File: src/rtl/func_sweep_ctrl.sv
// Exhaustive sweep controller for a 4-input combinational circuit: steps {A,B,C,D}
// through 0..15, captures F for each vector and grades it against a golden table.
module func_sweep_ctrl #(
  parameter int          SETTLE   = 1,
  parameter logic [15:0] EXPECTED = 16'h0DD0
) (
  input  logic        clk,
  input  logic        reset_b,
  input  logic        start,
  input  logic        abort,
  input  logic        f_in,
  output logic [3:0]  abcd,
  output logic        busy,
  output logic        done,
  output logic        pass,
  output logic [15:0] table_out,
  output logic [4:0]  fail_count
);

  typedef enum logic [1:0] {IDLE, WAIT, SAMPLE, DONE} state_t;

  state_t     state_q;
  logic [3:0] idx_q;
  logic [3:0] cnt_q;
  logic       miss;
  logic [4:0] fail_d;

  // fail_d includes the vector being sampled now, so pass can be graded on the last edge
  always_comb begin
    miss   = f_in ^ EXPECTED[idx_q];
    fail_d = fail_count + {4'd0, miss};
  end

  always_ff @(posedge clk or negedge reset_b) begin
    if (!reset_b) begin
      state_q    <= IDLE;
      idx_q      <= '0;
      cnt_q      <= '0;
      abcd       <= '0;
      busy       <= 1'b0;
      done       <= 1'b0;
      pass       <= 1'b0;
      table_out  <= '0;
      fail_count <= '0;
    end else begin
      done <= 1'b0;
      case (state_q)
        IDLE: begin
          if (start && !abort) begin
            state_q    <= WAIT;
            idx_q      <= '0;
            cnt_q      <= '0;
            abcd       <= '0;
            busy       <= 1'b1;
            pass       <= 1'b0;
            table_out  <= '0;
            fail_count <= '0;
          end
        end
        WAIT: begin
          if (abort) begin
            state_q <= IDLE;
            abcd    <= '0;
            busy    <= 1'b0;
            cnt_q   <= '0;
          end else if (cnt_q == 4'(SETTLE - 1)) begin
            state_q <= SAMPLE;
            cnt_q   <= '0;
          end else begin
            cnt_q <= cnt_q + 4'd1;
          end
        end
        SAMPLE: begin
          // abort discards the vector in flight; earlier captures are kept
          if (abort) begin
            state_q <= IDLE;
            abcd    <= '0;
            busy    <= 1'b0;
          end else begin
            table_out[idx_q] <= f_in;
            fail_count       <= fail_d;
            if (idx_q == 4'd15) begin
              state_q <= DONE;
              pass    <= (fail_d == 5'd0);
              done    <= 1'b1;
              busy    <= 1'b0;
              abcd    <= '0;
            end else begin
              state_q <= WAIT;
              idx_q   <= idx_q + 4'd1;
              abcd    <= idx_q + 4'd1;
            end
          end
        end
        DONE: begin
          state_q <= IDLE;
        end
        default: state_q <= IDLE;
      endcase
    end
  end

endmodule

File: config.mk
export PLATFORM = sky130hd
export DESIGN_NAME = func_sweep_ctrl
export DESIGN_NICKNAME = d
export VERILOG_FILES = /design/src/rtl/func_sweep_ctrl.sv
export SDC_FILE = /design/constraint.sdc
export NUM_CORES = 1
export LEC_CHECK = 0
export BUFFER_PORTS_ARGS = -buffer_cell sky130_fd_sc_hd__buf_2
export CAP_MARGIN = 10
export CORE_UTILIZATION = 56
export DETAILED_ROUTE_END_ITERATION = 8
export GPL_TIMING_DRIVEN = 1
export PLACE_DENSITY = 0.79
export RECOVER_POWER = 50
export SLEW_MARGIN = 20
export SYNTH_ARGS = -nofsm -noshare
export SYNTH_HDL_FRONTEND = slang
export SYNTH_SLANG_ARGS = --single-unit
File: constraint.sdc
create_clock -name clk -period 2.45 [get_ports clk]
set_input_delay 0.245 -clock clk [delete_from_list [all_inputs] [get_ports clk]]
set_output_delay 0.245 -clock clk [all_outputs]
set_load 0.05 [all_outputs]
==> flow_results.org <==
** Status
- Outcome :: complete, but fails checks
- The final reports fail on capacitance limit, slew limit.

** Timing
- At the pin with the least slew margin, the transition time is 1.987 ns.
- Hold violation total from the final report :: 0
- Measured against its own limit, the worst slew margin works out to -32.46%.
- Setup violators final :: 0
- Final sum of negative setup slack :: 0 ns
- Final critical-path setup slack :: ~0.23 ns
- Worst setup skew after layout :: 0.006117 ns
- Pins Over Slew Limit :: 39
- Achievable clock frequency :: 0.4514 GHz
- Hold timing on the final database bottoms out at a slack of 0.1837 ns.
- Final period util :: about nine tenths
- The routed design could run at a clock period as short as 2.215 ns.
- Setup repair after global routing left no endpoint under its margin.

** Finish
- Final instance area :: roughly 2400 um2
- Summing all multi-input logic gate instances after layout gives 1052 um2.
- Registers take approximately 950 um2.
- Filler cells :: 279
- The net count of the finished layout is 264.
- Share of final-layout standard cells stronger than drive strength 1 :: 16.53%
- From synthesis to final layout, the design area changed by 13.45%.
- 0 antenna diodes ended up in the layout.
- Final std cells w/o fill :: approximately 290
- At the end of the flow the core is filled with cells to 68.70%.

** Pwr
- Of the total power, the clock network draws between 20% and 30%.
- Leakage power of the design :: 1.083 nW
- Switching share of power :: 39.86%
- Sum of internal, switching and leakage power :: 1.973 mW
- Sequential share of power :: 37.6%
- Dividing total power by cell area gives a power density of ~830 nW/um2.
- Worst-case vdd ir drop :: 0.4130 mV
- Combinational logic burns 39.8% of the power.
- The analysis attributes to net switching a power of 786.6 uW.
- Power Internal :: 1.187 mW

** Critical path
- The number of cells on the worst reg-to-reg path is 10.
- Tracing the worst setup path back leads to its startpoint at idx_q[1]$_DFFE_PN0P_.
- Arrival time reported for the critical path endpoint :: 2.40 ns
- STA classifies the critical path startpoint as a flip-flop.
- Highest net fanout along the worst path :: 6
- Worst flop-to-flop path startpoint :: idx_q[1]$_DFFE_PN0P_
- Kind of end point of the critical path :: flip-flop
- Data required, critical path :: 2.64 ns
- WS Path Type :: flip-flop to flip-flop

** Synthesis
- #FFs+latches synth :: 38
- In the post-synthesis netlist, the biggest area contributors are sky130_fd_sc_hd__dfrtp_1, sky130_fd_sc_hd__ha_1, sky130_fd_sc_hd__o21ai_0.
- Synthesis handed over a netlist of roughly 210 instances.
- The cell area that synthesis handed to floorplanning was 2084 um2.
- Share of Yosys cell area claimed by the top area cell type :: 45.62%
- Of the synthesized area, sequential elements account for 45.62%.
- Top flip-flop cell by instance count after synthesis :: sky130_fd_sc_hd__dfrtp_1
- Number of unique standard cell types used by synthesis :: 40
- Library cell with the largest summed area after synthesis :: sky130_fd_sc_hd__dfrtp_1
- Of all flip-flops after synthesis, the portion carrying an async set or reset was 100.0%.
- sky130_fd_sc_hd__dfrtp_1 is the most common cell in the netlist.
- Counting flops with a built-in enable in the synthesized netlist gives 0.
- List of most frequent post-synthesis cells :: sky130_fd_sc_hd__dfrtp_1, sky130_fd_sc_hd__o21ai_0, sky130_fd_sc_hd__a21boi_0
- During synthesis, Yosys emitted a total of 0 warnings.
- The number of nets handed over by synthesis was 231.
- After synthesis, the mean cell area works out to 9.741 um2.

** Clocking
- TritonCTS built the clock tree.
- Depth of the CTS H-tree :: 2
- The root buffer cell chosen for the clock tree is sky130_fd_sc_hd__clkbuf_8.
- The later pin in the worst-skew pair is clocked with a latency of 0.30 ns.
- Number of sinks handled by clock tree synthesis :: 38
- After clock tree synthesis, the clock-pin slew on the worst setup and hold paths is 0.07 ns.
- Maximum number of buffers from clock root to sink :: 2
- Number of buffers inserted by post-CTS setup repair :: 0
- Total CTS buffers :: 5

** Detailed routing
- The count of nets left with antenna violations once routing finished came out at 0.
- Violation count after the first detailed-route iteration :: 90
- Detailed-route wire length :: 4.324 mm
- For this run, design rule violations remaining after detail routing come to 0.
- Overall via count from detail_route :: 1708
- Number of optimization iterations in the first detailed-route pass :: 4
- Post-detailed-route via-to-cell ratio :: 5.810
- Final routed wire length divided by cell count :: ~15 um

** Job
- Max-cap check violation count :: 1

** Floorplanning
- The floorplan has 21 rows.
- DIE WIDTH :: 63.01 um
- Number of top-level design ports :: 33
- Height of the die :: 63.01 um
- The floorplan step defined a die boundary enclosing 3970 um2.
- The initial utilization of the core area, before any placement, comes to around three fifths.
- The total area inside the core boundary comes to 3442 um2.

** Global route
- Largest net degree at the start of global routing :: 39
- For this run, the total global-route usage over all layers was measured as 25.37%.
- Initial antenna violation count :: 0
- The first global-routing pass estimated 7.652 mm of wire.
- After global routing the overflow that remains totals 0.
- The via count of the first global-routing pass was about 1700.

** Placement
- Post-detail-place hpwl :: 3.138 mm
- Placed standard-cell area :: 2286 um2
- Pre-CTS setup slack :: 0.1549 ns
- Routability-driven placement finished with a final weighted congestion of about 0.85.
- In this run the tool buffered the top-level ports with 32 buffer cells.
- Placed Cells :: 286

** Min path
- The startpoint identified for the worst hold timing path is abort.
- In this run the worst hold path is classified as input pin to flip-flop.
- Cell count of the worst hold path :: 2
per-layer routing:
metal | vias up | GRT usage, % | part of all wire, %
met5 | - | 0 | 0
met1 | 833 | 32.46 | 47
li1 | 820 | - | -
met3 | 7 | 6.752 | 4.6
met2 | 48 | 39.52 | 47
met4 | 0 | 12.50 | 1.8
cells by family after synthesis:
family / count (synthesis) / synth area share [%]
AO/OA/AOI/OAI: 80 / 24.85
multiplexers: 4 / 2.041
buffers and inverters: 21 / 4.201
AND/OR/NAND/NOR: 52 / 13.14
XOR/XNOR: 7 / 2.941
adder cells (fa/ha/maj): 12 / 7.203
flip-flops: 38 / 45.62
worst max-delay path, stage by stage, from the launching register on:
cell,delay [ns]
sky130_fd_sc_hd__dfrtp_1,0.41
sky130_fd_sc_hd__inv_1,0.08
sky130_fd_sc_hd__ha_1,0.26
sky130_fd_sc_hd__a21oi_2,0.16
sky130_fd_sc_hd__xor2_1,0.16
sky130_fd_sc_hd__ha_1,0.21
sky130_fd_sc_hd__ha_2,0.25
sky130_fd_sc_hd__xnor2_1,0.08
sky130_fd_sc_hd__a31oi_1,0.16
sky130_fd_sc_hd__nor2_1,0.06
sky130_fd_sc_hd__mux2_1,0.28
what timing repair did:
action | in CTS | in global routing
endpoints found under the setup margin | 0 | 1
hold buffers | 0 | 0
endpoints found under the hold margin | 0 | 0
resized for setup | 0 | 2
layout by cell type (no fill, tap or decap), drive strengths merged, types with 2 or more instances in the layout:
cell	count
o31ai	3
xor2	2
nand3	9
mux2i	2
inv	11
and3	2
and2	2
xnor2	5
nor3	3
clkbuf	22
ha	12
a21oi	5
buf	21
nand2b	5
or2	3
mux2	2
a22o	6
o21ai	41
nand2	14
dfrtp	38
nor2	9
nor2b	3
a21o	2
a21boi	16
registers in the layout, summed over array words and instances, names as in the netlist:
name and cells:
state_q 2, pass 1, fail_count 5, idx_q 4, abcd 4, busy 1, done 1, cnt_q 4
table_out 16
power groups by stage:
stage / logic, mW / registers, mW / clock network (mW)
global route: 0.870 / 0.754 / 0.485
floorplan: 0.479 / 0.876 / 0
detailed placement: 0.787 / 0.753 / 0
finish: 0.786 / 0.742 / 0.446
global placement: 0.767 / 0.751 / 0
CTS: 0.790 / 0.741 / 0.456
final timing paths:
check	to	slack (ns)
max reg2reg	pass$_DFFE_PN0P_	0.23
min	state_q[1]$_DFFE_PN0P_	0.18
min reg2reg	abcd[3]$_DFFE_PN0P_	0.48
min in group asynchronous	fail_count[4]$_DFFE_PN0P_	0.50
max	pass$_DFFE_PN0P_	0.23
max in group asynchronous	abcd[2]$_DFFE_PN0P_	0.80
cell type report:
class | instances | area share, %
Timing Repair Buffer | 36 | 7.249
Clock inverter | 1 | 0.2116
Clock buffer | 7 | 3.651
Sequential cell | 38 | 40.21
Inverter | 11 | 1.746
Multi-Input combinational cell | 155 | 44.50
Tap cell | 46 | 2.434
Note: power is estimated with default switching activity, not from simulation.
